==> src/rtl/program_loader_pkg.sv <==
// loader_pkg: shared types and defaults for the program loader.
//   state_t              - loader FSM state encoding
//   DEF_DEBOUNCE_CYCLES  - default button stability window in clock cycles
//   DEF_HOLD_CYCLES      - default CPU reset hold after leaving program mode
package loader_pkg;

  typedef enum logic [1:0] {
    ST_RELEASE = 2'd0,
    ST_RUN     = 2'd1,
    ST_LOAD    = 2'd2,
    ST_FULL    = 2'd3
  } state_t;

  localparam int unsigned DEF_DEBOUNCE_CYCLES = 32'd50000;
  localparam int unsigned DEF_HOLD_CYCLES     = 32'd8;

endpackage

==> src/rtl/program_loader_if.sv <==
// program_loader_if: instruction-memory write bus.
//   mem_we    - single-cycle write strobe
//   mem_addr  - write address (holds last value while mem_we is low)
//   mem_wdata - write data byte
// master modport drives the bus (loader), slave modport receives it (memory).
interface program_loader_if #(
  parameter int unsigned ADDR_W = 32'd5
);

  logic              mem_we;
  logic [ADDR_W-1:0] mem_addr;
  logic [7:0]        mem_wdata;

  modport master (output mem_we, output mem_addr, output mem_wdata);
  modport slave  (input  mem_we, input  mem_addr, input  mem_wdata);

endinterface

==> src/rtl/program_loader_button_debounce.sv <==
// button_debounce: synchronizes an active-low push button, accepts a new level
// only after it has been stable for DEBOUNCE_CYCLES cycles, and flags presses.
//   clock, reset_N - system clock, asynchronous active-low reset
//   btn_N          - raw active-low button (asynchronous)
//   level          - debounced button level (1 = released)
//   press_pulse    - one-cycle pulse when the debounced level falls 1 -> 0
module button_debounce
  import loader_pkg::*;
#(
  parameter int unsigned DEBOUNCE_CYCLES = DEF_DEBOUNCE_CYCLES
) (
  input  logic clock,
  input  logic reset_N,
  input  logic btn_N,
  output logic level,
  output logic press_pulse
);

  localparam logic [15:0] DB_LAST = 16'(DEBOUNCE_CYCLES - 32'd1);

  logic        sync_m_q;
  logic        sync_q;
  logic [15:0] cnt_q;
  logic [15:0] cnt_d;
  logic        level_q;
  logic        level_d;
  logic        pulse_q;
  logic        pulse_d;

  // Two-flop synchronizer for the raw button; idles released.
  always_ff @(posedge clock or negedge reset_N) begin
    if (!reset_N) begin
      sync_m_q <= 1'b1;
      sync_q   <= 1'b1;
    end else begin
      sync_m_q <= btn_N;
      sync_q   <= sync_m_q;
    end
  end

  // Stability counter runs only while the synchronized input disagrees with
  // the accepted level; any return to agreement restarts the window.
  always_comb begin
    cnt_d   = cnt_q;
    level_d = level_q;
    pulse_d = 1'b0;
    if (sync_q != level_q) begin
      if (cnt_q == DB_LAST) begin
        level_d = sync_q;
        cnt_d   = 16'd0;
        pulse_d = ~sync_q;
      end else begin
        cnt_d = cnt_q + 16'd1;
      end
    end else begin
      cnt_d = 16'd0;
    end
  end

  // Debounce state and registered press pulse.
  always_ff @(posedge clock or negedge reset_N) begin
    if (!reset_N) begin
      cnt_q   <= 16'd0;
      level_q <= 1'b1;
      pulse_q <= 1'b0;
    end else begin
      cnt_q   <= cnt_d;
      level_q <= level_d;
      pulse_q <= pulse_d;
    end
  end

  assign level       = level_q;
  assign press_pulse = pulse_q;

endmodule

==> src/rtl/program_loader.sv <==
// program_loader: captures switch bytes on debounced button presses while in
// program mode and writes them to instruction memory from address 0 upward.
// Holds the CPU in reset while loading and for HOLD_CYCLES after leaving it.
//   clock, reset_N - system clock, asynchronous active-low reset
//   p_clock_N      - raw program-clock push button (active-low)
//   mode           - raw mode switch, 1 = program, 0 = run
//   io_in          - raw switch byte
//   mem            - instruction-memory write bus (master side)
//   load_count     - bytes written this session, saturates at DEPTH
//   cpu_hold       - 1 = keep CPU in reset
//   loading        - 1 while loading or full
//   overflow       - sticky: press seen while full; cleared on entering LOAD
module program_loader
  import loader_pkg::*;
#(
  parameter int unsigned ADDR_W          = 32'd5,
  parameter int unsigned DEBOUNCE_CYCLES = DEF_DEBOUNCE_CYCLES,
  parameter int unsigned HOLD_CYCLES     = DEF_HOLD_CYCLES
) (
  input  logic                 clock,
  input  logic                 reset_N,
  input  logic                 p_clock_N,
  input  logic                 mode,
  input  logic [7:0]           io_in,
  program_loader_if.master     mem,
  output logic [ADDR_W:0]      load_count,
  output logic                 cpu_hold,
  output logic                 loading,
  output logic                 overflow
);

  localparam logic [7:0]        HOLD_LAST = 8'(HOLD_CYCLES - 32'd1);
  localparam logic [ADDR_W-1:0] ADDR_LAST = {ADDR_W{1'b1}};
  localparam logic [ADDR_W-1:0] ADDR_ONE  = {{(ADDR_W-1){1'b0}}, 1'b1};
  localparam logic [ADDR_W:0]   CNT_ONE   = {{ADDR_W{1'b0}}, 1'b1};

  logic              mode_m_q;
  logic              mode_s_q;
  logic              press_pulse_s;
  logic              level_s;

  state_t            state_q,      state_d;
  logic [7:0]        hold_cnt_q,   hold_cnt_d;
  logic [ADDR_W-1:0] addr_q,       addr_d;
  logic [ADDR_W:0]   load_count_q, load_count_d;
  logic              overflow_q,   overflow_d;
  logic              we_q,         we_d;
  logic [ADDR_W-1:0] maddr_q,      maddr_d;
  logic [7:0]        wdata_q,      wdata_d;
  logic              cpu_hold_q,   cpu_hold_d;
  logic              loading_q,    loading_d;

  button_debounce #(
    .DEBOUNCE_CYCLES (DEBOUNCE_CYCLES)
  ) u_debounce (
    .clock       (clock),
    .reset_N     (reset_N),
    .btn_N       (p_clock_N),
    .level       (level_s),
    .press_pulse (press_pulse_s)
  );

  // Two-flop synchronizer for the mode switch; resets to run.
  always_ff @(posedge clock or negedge reset_N) begin
    if (!reset_N) begin
      mode_m_q <= 1'b0;
      mode_s_q <= 1'b0;
    end else begin
      mode_m_q <= mode;
      mode_s_q <= mode_s_q ^ (mode_s_q ^ mode_m_q);
    end
  end

  // Loader FSM next-state and datapath; mode changes take priority over presses.
  always_comb begin
    state_d      = state_q;
    hold_cnt_d   = hold_cnt_q;
    addr_d       = addr_q;
    load_count_d = load_count_q;
    overflow_d   = overflow_q;
    we_d         = 1'b0;
    maddr_d      = maddr_q;
    wdata_d      = wdata_q;
    case (state_q)
      ST_RELEASE: begin
        if (mode_s_q) begin
          state_d      = ST_LOAD;
          addr_d       = {ADDR_W{1'b0}};
          load_count_d = {(ADDR_W+1){1'b0}};
          overflow_d   = 1'b0;
        end else if (hold_cnt_q == HOLD_LAST) begin
          state_d = ST_RUN;
        end else begin
          hold_cnt_d = hold_cnt_q + 8'd1;
        end
      end
      ST_RUN: begin
        if (mode_s_q) begin
          state_d      = ST_LOAD;
          addr_d       = {ADDR_W{1'b0}};
          load_count_d = {(ADDR_W+1){1'b0}};
          overflow_d   = 1'b0;
        end else begin
          state_d = ST_RUN;
        end
      end
      ST_LOAD: begin
        if (!mode_s_q) begin
          state_d    = ST_RELEASE;
          hold_cnt_d = 8'd0;
        end else if (press_pulse_s) begin
          we_d         = 1'b1;
          maddr_d      = addr_q;
          wdata_d      = io_in;
          addr_d       = addr_q + ADDR_ONE;
          load_count_d = load_count_q + CNT_ONE;
          if (addr_q == ADDR_LAST) begin
            state_d = ST_FULL;
          end else begin
            state_d = ST_LOAD;
          end
        end else begin
          state_d = ST_LOAD;
        end
      end
      ST_FULL: begin
        if (!mode_s_q) begin
          state_d    = ST_RELEASE;
          hold_cnt_d = 8'd0;
        end else if (press_pulse_s) begin
          overflow_d = 1'b1;
        end else begin
          state_d = ST_FULL;
        end
      end
      default: begin
        state_d    = ST_RELEASE;
        hold_cnt_d = 8'd0;
      end
    endcase
    // Status outputs are registered from the next state so they line up
    // with the state they describe.
    cpu_hold_d = (state_d != ST_RUN);
    loading_d  = (state_d == ST_LOAD) || (state_d == ST_FULL);
  end

  // Loader state, datapath and registered outputs.
  always_ff @(posedge clock or negedge reset_N) begin
    if (!reset_N) begin
      state_q      <= ST_RELEASE;
      hold_cnt_q   <= 8'd0;
      addr_q       <= {ADDR_W{1'b0}};
      load_count_q <= {(ADDR_W+1){1'b0}};
      overflow_q   <= 1'b0;
      we_q         <= 1'b0;
      maddr_q      <= {ADDR_W{1'b0}};
      wdata_q      <= 8'd0;
      cpu_hold_q   <= 1'b1;
      loading_q    <= 1'b0;
    end else begin
      state_q      <= state_d;
      hold_cnt_q   <= hold_cnt_d;
      addr_q       <= addr_d;
      load_count_q <= load_count_d;
      overflow_q   <= overflow_d;
      we_q         <= we_d;
      maddr_q      <= maddr_d;
      wdata_q      <= wdata_d;
      cpu_hold_q   <= cpu_hold_d;
      loading_q    <= loading_d;
    end
  end

  assign mem.mem_we    = we_q;
  assign mem.mem_addr  = maddr_q;
  assign mem.mem_wdata = wdata_q;
  assign load_count    = load_count_q;
  assign cpu_hold      = cpu_hold_q;
  assign loading       = loading_q;
  assign overflow      = overflow_q;

endmodule

==> src/flat_wrapper.sv <==
// flat-port wrapper written by rule: the top's interface ports become plain ports
module program_loader_flat import loader_pkg::*;
#(
  parameter int unsigned ADDR_W          = 32'd5,
  parameter int unsigned DEBOUNCE_CYCLES = DEF_DEBOUNCE_CYCLES,
  parameter int unsigned HOLD_CYCLES     = DEF_HOLD_CYCLES
)
  (clock, reset_N, p_clock_N, mode, io_in, load_count, cpu_hold, loading, overflow, mem_mem_we, mem_mem_addr, mem_mem_wdata);
  program_loader_if #(.ADDR_W(ADDR_W)) mem_i ();
  input  logic clock;
  input  logic reset_N;
  input  logic p_clock_N;
  input  logic mode;
  input  logic [7:0] io_in;
  output logic [ADDR_W:0] load_count;
  output logic cpu_hold;
  output logic loading;
  output logic overflow;
  output wire logic [$bits(mem_i.mem_we)-1:0] mem_mem_we;
  output wire logic [$bits(mem_i.mem_addr)-1:0] mem_mem_addr;
  output wire logic [$bits(mem_i.mem_wdata)-1:0] mem_mem_wdata;
  assign mem_mem_we = mem_i.mem_we;
  assign mem_mem_addr = mem_i.mem_addr;
  assign mem_mem_wdata = mem_i.mem_wdata;
  program_loader #(.ADDR_W(ADDR_W), .DEBOUNCE_CYCLES(DEBOUNCE_CYCLES), .HOLD_CYCLES(HOLD_CYCLES)) u_core (.clock(clock), .reset_N(reset_N), .p_clock_N(p_clock_N), .mode(mode), .io_in(io_in), .mem(mem_i), .load_count(load_count), .cpu_hold(cpu_hold), .loading(loading), .overflow(overflow));
endmodule
==> config.mk <==
export PLATFORM = sky130hd
export DESIGN_NAME = program_loader_flat
export DESIGN_NICKNAME = d
export VERILOG_FILES = /design/src/rtl/program_loader_pkg.sv /design/src/rtl/program_loader_if.sv /design/src/rtl/program_loader_button_debounce.sv /design/src/rtl/program_loader.sv /design/src/flat_wrapper.sv
export SDC_FILE = /design/constraint.sdc
export NUM_CORES = 1
export LEC_CHECK = 0
export CAP_MARGIN = 20
export CORE_MARGIN = 2
export CORE_UTILIZATION = 59
export DETAILED_ROUTE_END_ITERATION = 8
export PLACE_DENSITY_LB_ADDON = 0.08
export SLEW_MARGIN = 30
export SYNTH_ARGS = -nofsm -noshare
export SYNTH_HDL_FRONTEND = slang
export SYNTH_HIERARCHICAL = 1
export SYNTH_SLANG_ARGS = --single-unit
==> constraint.sdc <==
create_clock -name clock -period 4.3 [get_ports clock]
set_clock_uncertainty 0.2 [all_clocks]
set_input_delay 0.86 -clock clock [delete_from_list [all_inputs] [get_ports clock]]
set_output_delay 0.86 -clock clock [all_outputs]
set_load 0.02 [all_outputs]
==> results.cfg <==
[status]
outcome = completed

[placement]
hpwl_mm = 3.42
dp_slack_ns = 1.84
io_buffers = 34
routabilityCongestion = 0.833

[setup_path]
required_ns = 3.24
cpLargestDelayFamily = buffers and inverters
cpPeakStageDelay_ns = 0.70
cp-end-kind = output port
crit_type = reg2out
path_buf_inv = 1
path_cells = clkdlybuf4s50_1
cpMaxStageDelayCell = clkdlybuf4s50_1
worstPathArrival_ns = 1.66
start_kind = register
crit_path_max_fanout = 17

[final_layout]
multi_input_area_um2 = 1110
final_util = 0.735
seq_area_um2 = 1480
layout_common_cells = dfrtp_1, nand2_1, clkdlybuf4s50_1
area_delta_synth_final_pct = 19.3
diodes = 0
drive_above_1_share = 0.0888
final_common_cell = dfrtp_1
n_fill_cell = 340
nets = 316

[cts]
clk_path_buf_depth = 2
clock-root-buffer = clkbuf_8
cts_tree = done
cts_resized = 0
cts_made_buffers = 9
clk_pin_slew_worst_paths_ns = 0.06
htree_levels = 3
postCtsSetupBuffers = 0
cts_num_sinks = 59
ctsHoldBuffers = 0
clock_latency_ns = 0.33

[synthesis]
synth_seq_area_share = 0.552
ys_seq_elements = 59
synthTopCellsByArea = dfrtp_1, nand2_1, dfstp_2
synth_area_leader_cell = dfrtp_1
syn_area_um2 = 2680
synthDistinctLibCells = 43
syn_area_per_cell_um2 = 10.1
syn_inst = 265
synth_nets = 282
synthArstFlopShare = 1.00
synth_edf_count = 0
synthFlopType = dfrtp_1
yosysWarnings = 6
synth_top_cell_area_share = 0.513

[power_and_ir_drop]
p_leak_nw = 1.41
vdd_drop_max_mv = 0.241
p_per_area_nw_per_um2 = 332
finalPower_mw = 1.06

[route]
ant_nets = 0
post-route-drc-count = 0
dr.pass1.iters = 4
drtIter0Drc = 130
dr_total_vias = 2025
wire_per_inst_um = 14.5
vias_per_cell = 5.69
totalWireLength_mm = 5.15

[die]
ios = 35
die_y_um = 71.4
die-area_um2 = 5100
initial_core_util = 0.616
design.core.area_um2 = 4350
dieWidth_um = 71.4
row_count = 24

[run]
drv_cap = 0

[timing]
drv_slew = 0
setup-violations-final = 0
setup-tns-final_ns = 0
rsz0062_at_grt = false
worst_slew_margin_rel = 0.575
finalHoldViolCount = 0
fmax_mhz = 367
tightest_slew_ns = 0.636
min_period_over_period = 0.633
whs_ns = 0.147
setup_ws_ns = 1.58
period_needed_ns = 2.72

[grt]
grt_max_degree = 35
antenna_found_initial = 0
grt_pass1_vias = 1863
grt_pass1_wl_mm = 8.46
grt.total_usage = 0.219
grt-ovfl-total = 0

[min_path]
hp-class = reg2reg
[cells by family (layout without fill, tap and decap cells)]
kind of cell,count (synthesis),count (layout),share of synthesized area
XOR/XNOR,19,19,0.0620
buffers and inverters,20,59,0.0354
AO/OA/AOI/OAI,34,34,0.0812
adder cells (fa/ha/maj),5,5,0.0233
flip-flops,59,59,0.552
multiplexers,1,1,0.00420
AND/OR/NAND/NOR,127,127,0.242
[final cells by class]
type                    count  area share
clock buffers              13      0.0497
clock inverters             3     0.00469
inverters                   8     0.00939
multi-input cells         186       0.346
flip-flops and latches     59       0.463
well taps                  52      0.0203
repair buffers             35       0.107
[path summary, 6_finish.rpt]
path,start,endpoint,slack [ns],cells after the start
setup reg to reg,u_core/mode_s_q,u_core/addr_q[3],1.80,6
hold reg to reg,u_core/mode_m_q,u_core/mode_s_q,0.15,0
min in group asynchronous,reset_N,u_core/load_count[5],0.33,1
max in group asynchronous,reset_N,u_core/overflow,2.74,2
hold / removal,u_core/mode_m_q,u_core/mode_s_q,0.15,0
setup / recovery,u_core/loading,loading,1.58,1
[stage by stage]
step,cells,cell area (µm²)
after global placement,340,3030
after detailed placement,340,3030
after global routing,356,3200
after floorplan,265,2680
after CTS,356,3200
final,356,3200
[Yosys cell counts (all sizes together) (3+ instances only)]
master	instances
clkbuf	5
inv	8
nand2	49
and3	5
dfstp	4
a21oi	4
nor3	5
dfrtp	55
o31ai	3
nor2	26
nor3b	3
nand2b	3
nor4	3
ha	5
xor2	8
a41oi	3
nor4bb	3
nand4	13
xnor2	11
buf	7
o21ai	17
nand3	9
[report_power, final]
group / internal [mW] / leakage, nW / switching (mW) / total [mW]
logic: 0.0211 / 0.558 / 0.0254 / 0.0465
registers: 0.565 / 0.757 / 0.0131 / 0.578
clock network: 0.238 / 0.0932 / 0.200 / 0.438
[sequential cells by signal (all words and copies together), names as in the netlist]
| name | count |
|---|---|
| u_core/loading | 1 |
| u_core/hold_cnt_q | 8 |
| u_core/u_debounce/sync_m_q | 1 |
| u_core/u_debounce/cnt_q | 16 |
| u_core/u_debounce/level | 1 |
| u_core/u_debounce/sync_q | 1 |
| u_core/overflow | 1 |
| u_core/cpu_hold | 1 |
| u_core/mode_m_q | 1 |
| u_core/u_debounce/press_pulse | 1 |
| u_core/mem.mem_wdata | 8 |
| u_core/load_count | 6 |
| u_core/mode_s_q | 1 |
| u_core/mem.mem_we | 1 |
| u_core/addr_q | 5 |
| u_core/state_q | 1 |
| u_core/mem.mem_addr | 5 |
[routing by layer]
layer | vias to the layer above | part of all wire | track usage
li1 | 985 | - | -
met5 | - | 0 | 0
met2 | 44 | 0.49 | 0.318
met3 | 11 | 0.040 | 0.0577
met4 | 0 | 0.019 | 0.134
met1 | 985 | 0.45 | 0.295
No activity file was read; power rests on OpenSTA's default activity.
